File: src/rtl/integer_divider_pkg.sv
// ============================================================================
//  Module   : integer_divider_pkg
//  Brief    : Shared state encoding and sizing constants for integer_divider.
//  Revision : 1.0  initial release
// ============================================================================
`default_nettype none

package integer_divider_pkg;

    typedef enum logic [2:0] {
        IDLE = 3'd0,
        INIT = 3'd1,
        ITER = 3'd2,
        DONE = 3'd3,
        ERR  = 3'd4
    } state_t;

    localparam int c_default_width = 4;
    localparam int c_cnt_width     = $clog2(c_default_width + 1);

endpackage

`default_nettype wire

File: src/rtl/integer_divider_step.sv
// ============================================================================
//  Module   : divider_step
//  Brief    : One restoring shift-subtract iteration on the {R,Q} pair.
//  Revision : 1.0  initial release
// ============================================================================
`default_nettype none

module divider_step #(
    parameter int WIDTH = 4
) (
    input  logic [WIDTH-1:0] i_r,
    input  logic [WIDTH-1:0] i_q,
    input  logic [WIDTH-1:0] i_d,
    output logic [WIDTH-1:0] o_r,
    output logic [WIDTH-1:0] o_q
);

    logic [WIDTH:0] w_shift;
    logic [WIDTH:0] w_trial;

    // R < D always holds, so the shifted remainder stays below 2*D and the
    // top bit of the WIDTH+1 bit difference is a valid sign.
    assign w_shift = {i_r, i_q[WIDTH-1]};
    assign w_trial = w_shift - {1'b0, i_d};

    assign o_r = w_trial[WIDTH] ? w_shift[WIDTH-1:0] : w_trial[WIDTH-1:0];
    assign o_q = {i_q[WIDTH-2:0], ~w_trial[WIDTH]};

endmodule

`default_nettype wire

File: src/rtl/integer_divider.sv
// ============================================================================
//  Module   : integer_divider
//  Brief    : Multi-cycle unsigned restoring divider, one quotient bit/clock.
//             Optional macro DIV_STICKY_ERR_EN holds Err until next accepted Go.
//  Revision : 1.0  initial release
// ============================================================================
`default_nettype none

module integer_divider
    import integer_divider_pkg::*;
#(
    parameter int WIDTH = c_default_width
) (
    input  logic             CLK,
    input  logic             RST,
    input  logic             Go,
    input  logic [WIDTH-1:0] Dividend,
    input  logic [WIDTH-1:0] Divisor,
    output logic             Done,
    output logic             Err,
    output logic [2:0]       CS,
    output logic [WIDTH-1:0] Quotient,
    output logic [WIDTH-1:0] Remainder
);

    localparam int c_cnt_w = (WIDTH == c_default_width) ? c_cnt_width
                                                        : $clog2(WIDTH + 1);

    state_t             r_state;
    state_t             w_next_state;
    logic [c_cnt_w-1:0] r_cnt;
    logic [WIDTH-1:0]   r_q;
    logic [WIDTH-1:0]   r_r;
    logic [WIDTH-1:0]   r_d;
    logic [WIDTH-1:0]   r_quot;
    logic [WIDTH-1:0]   r_rem;
    logic               r_done;
    logic               r_err;
    logic [WIDTH-1:0]   w_step_q;
    logic [WIDTH-1:0]   w_step_r;
    logic               w_div_zero;
    logic               w_last;

    divider_step #(
        .WIDTH (WIDTH)
    ) u_step (
        .i_r (r_r),
        .i_q (r_q),
        .i_d (r_d),
        .o_r (w_step_r),
        .o_q (w_step_q)
    );

    assign w_div_zero = (Divisor == '0);
    assign w_last     = (r_cnt == c_cnt_w'(1));

    always_comb begin
        w_next_state = IDLE;
        case (r_state)
            IDLE: begin
                if (Go) begin
                    w_next_state = w_div_zero ? ERR : INIT;
                end
            end
            INIT:    w_next_state = ITER;
            ITER:    w_next_state = w_last ? DONE : ITER;
            DONE:    w_next_state = IDLE;
            ERR:     w_next_state = IDLE;
            default: w_next_state = IDLE;
        endcase
    end

    always_ff @(posedge CLK) begin
        if (RST) begin
            r_state <= IDLE;
            r_cnt   <= '0;
            r_q     <= '0;
            r_r     <= '0;
            r_d     <= '0;
            r_quot  <= '0;
            r_rem   <= '0;
            r_done  <= 1'b0;
            r_err   <= 1'b0;
        end else begin
            r_state <= w_next_state;
            r_done  <= (w_next_state == DONE) || (w_next_state == ERR);
`ifdef DIV_STICKY_ERR_EN
            if (w_next_state == ERR) begin
                r_err <= 1'b1;
            end else if (r_state == IDLE && Go) begin
                r_err <= 1'b0;
            end
`else
            r_err   <= (w_next_state == ERR);
`endif
            case (r_state)
                IDLE: begin
                    if (Go) begin
                        if (w_div_zero) begin
                            r_quot <= '0;
                            r_rem  <= '0;
                        end else begin
                            r_q <= Dividend;
                            r_d <= Divisor;
                            r_r <= '0;
                        end
                    end
                end
                INIT: r_cnt <= c_cnt_w'(WIDTH);
                ITER: begin
                    r_q   <= w_step_q;
                    r_r   <= w_step_r;
                    r_cnt <= r_cnt - c_cnt_w'(1);
                    // Publish the result on the final iteration only.
                    if (w_last) begin
                        r_quot <= w_step_q;
                        r_rem  <= w_step_r;
                    end
                end
                default: ;
            endcase
        end
    end

    assign Done      = r_done;
    assign Err       = r_err;
    assign CS        = r_state;
    assign Quotient  = r_quot;
    assign Remainder = r_rem;

endmodule

`default_nettype wire

File: config.mk
export PLATFORM = sky130hd
export DESIGN_NAME = integer_divider
export DESIGN_NICKNAME = d
export VERILOG_FILES = /design/src/rtl/integer_divider_pkg.sv /design/src/rtl/integer_divider_step.sv /design/src/rtl/integer_divider.sv
export SDC_FILE = /design/constraint.sdc
export NUM_CORES = 1
export LEC_CHECK = 0
export ABC_AREA = 1
export CORE_UTILIZATION = 30
export DETAILED_ROUTE_END_ITERATION = 8
export SKIP_LAST_GASP = 1
export SLEW_MARGIN = 5
export SYNTH_ARGS = -nofsm -noshare
export SYNTH_HDL_FRONTEND = slang
export SYNTH_HIERARCHICAL = 1
export SYNTH_SLANG_ARGS = --single-unit
File: constraint.sdc
create_clock -name CLK -period 3.16 [get_ports CLK]
set_input_delay 0.316 -clock CLK [delete_from_list [all_inputs] [get_ports CLK]]
set_output_delay 0.316 -clock CLK [all_outputs]
set_load 0.005 [all_outputs]
## After elaboration in Yosys (flattened, before gate mapping)

Cells that the tools add are included.

| storage, ports and cells | value |
|---|---|
| register bits after elaboration | 28 |
| bits of input ports | 11 |
| output and inout bits | 13 |
| logic and storage cells | 48 |

| cells by class | value |
|---|---|
| add/sub/neg operators | 2 |
| equal/unequal tests | 9 |
| multiplexer cells | 18 |
| bitwise logic cells | 2 |
| reductions and logical operators | 8 |

Operator list:

| operator | number |
|---|---|
| 4-bit two-way mux | 9 |
| 4-bit case mux with 2 select lines | 4 |
| 3-bit case mux with 3 select lines | 1 |
| 2-bit inequality test (second input constant) | 4 |
| 3-bit by 1-bit == test with 1-bit output (second input constant) | 2 |
| 3-bit by 2-bit == test with 1-bit output (second input constant) | 2 |
| 3-bit two-way mux | 2 |
| 3-bit case mux with 2 select lines | 1 |
| 3-bit AND reduction | 2 |
| 5-bit by 4-bit subtractor with 5-bit output | 1 |
| 4-bit zero test | 1 |
| 4-bit AND reduction | 1 |
| 2-bit nonzero test | 2 |
| 3-bit == test (second input constant) | 1 |
| 3-bit zero test | 1 |
| 3-bit by 1-bit subtractor with 3-bit output (second input constant) | 1 |
| 1-bit NOT | 2 |
| 1-bit logical OR | 1 |
| 1-bit two-way mux | 1 |

## Logic depth before layout (Yosys ltp)

Gate-level depths: netlist of the first run.

| depth | value |
|---|---|
| depth after elaboration | 6 |
| depth in mapped cells | 14 |
| gate-level depth less buffers | 14 |

## By module

The synthesis of the first run kept the hierarchy.

Modules (own cells, without submodules):

| module | instances | cells an instance | area each (sq um) | seq. area each (sq um) |
|---|---|---|---|---|
| integer_divider | 1 | 162 | 1191.1 | 560.5 |
| divider_step | 1 | 52 | 321.6 | 0.0 |

## Worst setup path after synthesis of the first run

OpenSTA, ideal clock, no wires.

| timing | value |
|---|---|
| path type | flip-flop to flip-flop |
| from | register r_q[3] |
| to | register r_q[0] |
| library setup time | 0.067 ns |
| arrival | 1.691 ns |
| required time | 3.093 ns |
| path slack | 1.401 ns |
| cell stages (with the launch flop) | 13 |
| path buffers | 0 |
| clock period less this slack | 1.759 ns |
| cell sequence | dfxtp_1 -> inv_1 -> ha_1 -> fa_1 -> inv_1 -> nand2_1 -> nand2_2 -> nand3_4 -> nand2_4 -> inv_1 -> o21ai_0 -> nand2_1 -> a21oi_2 |

| on the way | value |
|---|---|
| longest elaborated chain between the ends | 3 |

RTL lines:

| what | RTL line | source |
|---|---|---|
| start: declaration | integer_divider.sv:32 | `logic [WIDTH-1:0] r_q;` |
| start signal: assignment | integer_divider.sv:103 | `r_q <= Dividend;` |
| start signal: assignment | integer_divider.sv:111 | `r_q <= w_step_q;` |
| 5-bit by 4-bit subtractor with 5-bit output | integer_divider_step.sv:24 | `assign w_trial = w_shift - {1'b0, i_d};` |
| 1-bit NOT | integer_divider_step.sv:27 | `assign o_q = {i_q[WIDTH-2:0], ~w_trial[WIDTH]};` |
| net w_step_q[0] | integer_divider.sv:39 | `logic [WIDTH-1:0] w_step_q;` |
| 4-bit case mux with 2 select lines | integer_divider.sv:96 | `case (r_state)` |

The timed path passes the listed nets, and every way through them passes these cells.
A chain may end at the register's enable or synchronous reset.

## Final worst setup path of the first run

Ends and elaborated chain as after synthesis.

==> metrics, run 1 <==
CTS H-tree depth=1; GPL Wtd Cong=0.7643; most used cell, CP=inv_1; pwr dens=439.0 mW/mm^2; reg2reg start=r_q[3]; commonest non-fill, non-tap cell in the layout=nand2_1; Post-synth ARST share=0; filler cell count=514; yosys warns=6; Max Cap Viol=0; WHS Path Cells=2; Final Max Tran Viols=0; CTS buffer count=3; max_slew headroom=0.5723; gr ovfl total=0; Reg2Reg Capture Point=r_q[0]; critical path class=flip-flop to flip-flop; Min-Delay Path Class=flip-flop to flip-flop; R2R depth=12; core area=0.004786 mm^2; first-pass GRT wire length=5437 um; Main synth FF type=dfxtp_1; CTS Hold Buffers Added=0; most frequent cells in the layout=53 x nand2_1, 38 x nor2_1, 28 x dfxtp_1, 27 x inv_1, 23 x clkdlybuf4s50_1; Setup crit start kind=flip-flop; Wirelength per Cell=10.57 um; DR vias=1,337; worst vdd ir=0.2066 mV; fin nets=252; vias in the first global route=1,243; Final Power=798.0 uW; Mapped Area=0.001513 mm^2; post-layout min period=1.978 ns; post-synth net total=232; Post-CTS Setup Repair Bufs=0; gr usage total=0.1314; antenna-violating nets left=0; Final period util=0.6259; status=finished, final reports clean; Seq/Total Area, Yosys=0.3706; num ports=24; residual DRC count=0; Multi-input gate area=787.0 um^2; input/output buffers=23; CTS tree=yes; Mapped Cells=214; hold_sp=Quotient[1]; number of flops mapped to enable cells by yosys=0; worst skew pair latency=0.27 ns; DPL Wire Length=2414 um; die area=0.005330 mm^2; Slowest cell on crit path=fa_1; # rows=25; Max Clk Rate=0.5056 GHz; Critical Path Fanout Max=5; cell breakdown of the critical path=inv_1, ha_1, fa_1, inv_1, nand2_1, nand2_2, nand3_4, nand2_4, inv_1, o21ai_0, nand2_1, a21oi_2; via/cell ratio=4.457; total negative setup slack=0 ns; Worst Skew=0.002974 ns; # diodes=0; Final setup viols=0; Min-Delay Endpoint=Quotient[1]; TritonRoute pass-1 iters=4; Crit path arrival time=2.18 ns; initial antenna violation count=0; Clock Root Buffer=clkbuf_8; CTS Buffer Depth=2; die height=73.01 um; Routed Wire Length=3170 um; syn_area_per_cell=7.069 um^2; Die X-Extent=73.01 um; Fin. Hold Viols=0; flop2flop setup slack=1.18 ns; unrepaired setup endpoints after global routing=false; CTS resizes=0; leak pwr=0.8151 nW; initial drt markers=75; worst-margin pin slew=0.6399 ns; area growth from synthesis to layout=20.18%; largest net degree at the start of global routing=21; Slowest Stage Delay on Critical Path=0.43 ns; Initial Util=0.3161; Critical Path RT=3.36 ns; layout cells sized above 1=0.07296; endpoint class of the critical path=flip-flop; Sinks on Clock Net=28; Synth Register Bits=28; FF+latch area=560.5 um^2; Unique masters post-synth=24; Clk pin slew, worst setup/hold paths=0.09 ns
## how the worst max path moves through the flow
stage | from | to | depth (start not counted)
detailed placement | r_q[3] | r_q[0] | 12
global placement | r_q[3] | r_q[0] | 12
floorplan | r_q[3] | r_q[0] | 12
CTS | r_q[3] | r_q[0] | 12
global route | r_q[3] | Remainder[0] | 14
finish | r_q[3] | r_q[0] | 12
## logic make-up (layout without fill, tap and decap cells)
logic type,after synthesis,after routing,share of synthesized area
AO/OA/AOI/OAI,23,23,0.08934
XOR/XNOR,1,1,0.005791
adder cells (fa/ha/maj),7,7,0.06286
buffers and inverters,35,54,0.1092
flip-flops,28,28,0.3706
AND/OR/NAND/NOR,120,120,0.3623
## state kept, by name, summed over array words and instances (netlist names)
register	cells
r_d	4
CS	3
r_cnt	3
r_q	4
Err	1
r_r	4
Remainder	4
Done	1
Quotient	4
## worst max-delay path: cells and delay by family (launching register included)
kind / cells / cell delay [ns]
flip-flops: 1 / 0.36
AO/OA/AOI/OAI: 2 / 0.26
buffers and inverters: 3 / 0.20
adder cells (fa/ha/maj): 2 / 0.65
AND/OR/NAND/NOR: 5 / 0.43
## power breakdown
| part | switching, mW | total, mW | internal (mW) | leakage [nW] |
|---|---|---|---|---|
| Combinational | 0.110 | 0.188 | 0.0788 | 0.558 |
| Clock | 0.109 | 0.221 | 0.112 | 0.0288 |
| Sequential | 0.0151 | 0.389 | 0.373 | 0.228 |
## stage by stage
| step | setup slack [ns] | util | std cells | cell area [um^2] | hold slack (ns) |
|---|---|---|---|---|---|
| 5_1_grt | 0.9759 | 0.3799 | 300 | 1818 | 0.5047 |
| 3_3_place_gp | 1.243 | 0.3684 | 296 | 1763 | 0.4644 |
| 6_report | 1.182 | 0.3799 | 300 | 1818 | 0.4870 |
| 2_1_floorplan | 1.401 | - | 214 | 1513 | 0.3851 |
| 3_5_place_dp | 1.209 | 0.3684 | 296 | 1763 | 0.4741 |
| 4_1_cts | 1.177 | 0.3799 | 300 | 1818 | 0.4921 |
## routing by layer
layer  part of all wire  up-vias  global-route usage
li1                   -      699                   -
met1               0.48      611              0.1657
met2               0.48       25              0.2294
met3              0.031        2             0.02486
met4             0.0054        0             0.03268
met5                  0        -                   0
## Yosys cell counts, types with 2 or more instances
cell type	number	area [um^2]
buf_6	3	33.78
nand3_2	2	20.02
nand2_1	53	198.9
inv_1	27	101.4
a21oi_2	2	17.52
dfxtp_1	28	560.5
clkbuf_1	2	7.510
ha_1	6	75.07
buf_4	3	22.52
nor2_1	38	142.6
nand3_4	2	35.03
nand3_1	19	95.09
o21ai_0	7	35.03
a21oi_1	12	60.06
## cell type report
cell class / instances / share of cell area
well taps: 67 / 0.04611
inverters: 27 / 0.05575
repair buffers: 23 / 0.1266
flip-flops and latches: 28 / 0.3083
multi-input cells: 151 / 0.4329
clock buffers: 4 / 0.03028
Power figures use the tool's default switching activity.
==> run 2: changes to the inputs <==
Clock period 3.16 ns to 1.81 ns, I/O delays scaled along.
==> run 2 against run 1 <==
  * Clock power up 120%
  * Critical path depth up 2
  * Setup slack worse by 1.2 ns
  * Hold slack worse by 0.0083 ns
  * Global-route usage about the same
  * Critical endpoint is now Remainder[2]
  * Largest power group unchanged
  * Highest routed layer unchanged
==> metrics, run 2 (synthesis gave the netlist of run 1 again) <==
status=finished, final reports clean (unchanged); # rows=25 (unchanged); TritonRoute pass-1 iters=4 (unchanged); largest net degree at the start of global routing=20 (was 21); core area=0.004786 mm^2 (unchanged); Final Max Tran Viols=0 (unchanged); # diodes=0 (unchanged); Die X-Extent=73.01 um (unchanged); most used cell, CP=nand2_2 (was inv_1); Crit path arrival time=2.02 ns (was 2.18 ns); R2R depth=14 (was 12); Buf+Inv Stages, Crit Path=2 (was 3); CTS buffer count=3 (unchanged); pwr dens=809.8 mW/mm^2 (was 439.0 mW/mm^2); reg2reg start=r_q[3] (unchanged); die area=0.005330 mm^2 (unchanged); leak pwr=0.8458 nW (was 0.8151 nW); gr ovfl total=0 (unchanged); Initial Util=0.3161 (unchanged); area growth from synthesis to layout=25.48% (was 20.18%); Worst Skew=0.008423 ns (was 0.002974 ns); cell breakdown of the critical path=inv_2, ha_4, fa_2, inv_2, nand2_2, nand2_2, nand3_4, nand2_4, nand2_2, nand2_2, nand2_2, nand2_1, nand2_1, nor2_1 (was inv_1, ha_1, fa_1, inv_1, nand2_1, nand2_2, nand3_4, nand2_4, inv_1, o21ai_0, nand2_1, a21oi_2); DR vias=1,332 (was 1,337); Sinks on Clock Net=28 (unchanged); commonest non-fill, non-tap cell in the layout=nand2_1 (unchanged); Max Cap Viol=0 (unchanged); vias in the first global route=1,214 (was 1,243); max_slew headroom=0.7171 (was 0.5723); worst-margin pin slew=0.4239 ns (was 0.6399 ns); Slowest cell on crit path=fa_2 (was fa_1); layout cells sized above 1=0.1303 (was 0.07296); DPL Wire Length=2432 um (was 2414 um); most frequent cells in the layout=49 x nand2_1, 38 x nor2_1, 27 x dfxtp_1, 25 x inv_1, 23 x clkdlybuf4s50_1 (was 53 x nand2_1, 38 x nor2_1, 28 x dfxtp_1, 27 x inv_1, 23 x clkdlybuf4s50_1); Clk pin slew, worst setup/hold paths=0.10 ns (was 0.09 ns); gr usage total=0.1314 (about the same); Min-Delay Path Class=flip-flop to flip-flop (unchanged); residual DRC count=0 (unchanged); Final setup viols=0 (unchanged); Min-Delay Endpoint=Remainder[2] (was Quotient[1]); Hold WS=0.4786 ns (was 0.4870 ns); post-layout min period=1.806 ns (was 1.978 ns); Slowest Stage Delay on Critical Path=0.40 ns (was 0.43 ns); initial drt markers=107 (was 75); Final period util=0.9978 (was 0.6259); Multi-input gate area=812.0 um^2 (was 787.0 um^2); Clock Root Buffer=clkbuf_8 (unchanged); initial antenna violation count=0 (unchanged); num ports=24 (unchanged); endpoint class of the critical path=flip-flop (unchanged); CTS tree=yes (unchanged); fin nets=257 (was 252); Critical Path Fanout Max=5 (unchanged); GPL Wtd Cong=0.7970 (was 0.7643); antenna-violating nets left=0 (unchanged); die height=73.01 um (unchanged); critical path class=flip-flop to flip-flop (unchanged); Wirelength per Cell=10.70 um (was 10.57 um); WHS Path Cells=2 (unchanged); Reg2Reg Capture Point=Remainder[2] (was r_q[0]); Routed Wire Length=3263 um (was 3170 um); filler cell count=502 (was 514); hold_sp=Remainder[2] (was Quotient[1]); unrepaired setup endpoints after global routing=true (was false); Critical Path RT=2.03 ns (was 3.36 ns); first-pass GRT wire length=5430 um (was 5437 um); CTS H-tree depth=1 (unchanged); input/output buffers=23 (unchanged); Max Clk Rate=0.5537 GHz (was 0.5056 GHz); CTS Hold Buffers Added=0 (unchanged); worst vdd ir=0.4462 mV (was 0.2066 mV); CTS Buffer Depth=2 (unchanged); worst skew pair latency=0.28 ns (was 0.27 ns); Fin. Hold Viols=0 (unchanged); total negative setup slack=0 ns (unchanged); via/cell ratio=4.367 (was 4.457); FF+latch area=561.8 um^2 (was 560.5 um^2); flop2flop setup slack=0.004 ns (was 1.18 ns); CP delay by family, top=simple AND/OR/NAND/NOR gates (was adder cells); Setup crit start kind=flip-flop (unchanged)
## run 2: cell types whose count changed in the layout (fill, tap and decap cells not counted), moves of 2 or more
cell,delta
nand2_2,+4
buf_4,+5
nand2_1,-4
inv_2,+2
inv_1,-2
## run 2: metrics by stage
stage | setup WS [ns] | instances | util | area (um^2) | power (mW)
after global routing | -0.1234 | 305 | 0.3966 | 1898 | 1.624
after detailed placement | -0.05166 | 301 | 0.3762 | 1800 | 1.034
after CTS | 0.0002116 | 305 | 0.3919 | 1876 | 1.529
after global placement | -0.02342 | 301 | 0.3762 | 1800 | 1.031
final | 0.004037 | 305 | 0.3966 | 1898 | 1.537
after floorplan | 0.05121 | 214 | - | 1513 | 0.9381
## run 2: tightest hold or removal path: cells and delay by family, from the launching register on
kind | cells | cell delay [ns]
flops | 1 | 0.34
simple gates | 2 | 0.12
## run 2: cell type report
type,instances,share of cell area
Multi-Input combinational cell,151,0.4278
Sequential cell,28,0.2960
Timing Repair Buffer,28,0.1411
Inverter,27,0.05339
Tap cell,67,0.04417
Clock buffer,3,0.02175
Clock inverter,1,0.01582
## run 2: repair_timing
item / 4_1_cts / 5_1_grt
pin swaps: 1 / 8
endpoints found under the setup margin: 7 / 10
buffers inserted: 0 / 0
gates resized for setup: 2 / 9
## run 2: per-layer routing
layer	routed length (um)	share of wire	GRT usage	vias up
li1	-	-	-	712
met1	1662	0.51	0.1824	594
met2	1503	0.46	0.2150	24
met3	86	0.026	0.02486	2
met4	11	0.0034	0.01961	0
met5	0	0	0	-
## run 2: power by group
group,total (mW),switching [mW],internal (mW)
Sequential,0.679,0.0270,0.652
Combinational,0.361,0.204,0.157
Clock,0.497,0.200,0.296
## run 2: worst max path at each step
stage / from / endpoint / cells past startpoint
3_5_place_dp: r_q[3] / r_q[0] / 12
3_3_place_gp: r_q[3] / r_q[0] / 12
2_1_floorplan: r_q[3] / r_q[0] / 12
6_report: r_q[3] / Remainder[2] / 14
4_1_cts: r_q[3] / r_q[0] / 12
5_1_grt: r_q[3] / Remainder[2] / 14
==> run 3: changes to the inputs <==
Settings changed: CAP_MARGIN set to 10.
==> results of run 3 <==
Same layout as run 2: the final DEF is identical, and so are final timing and power.
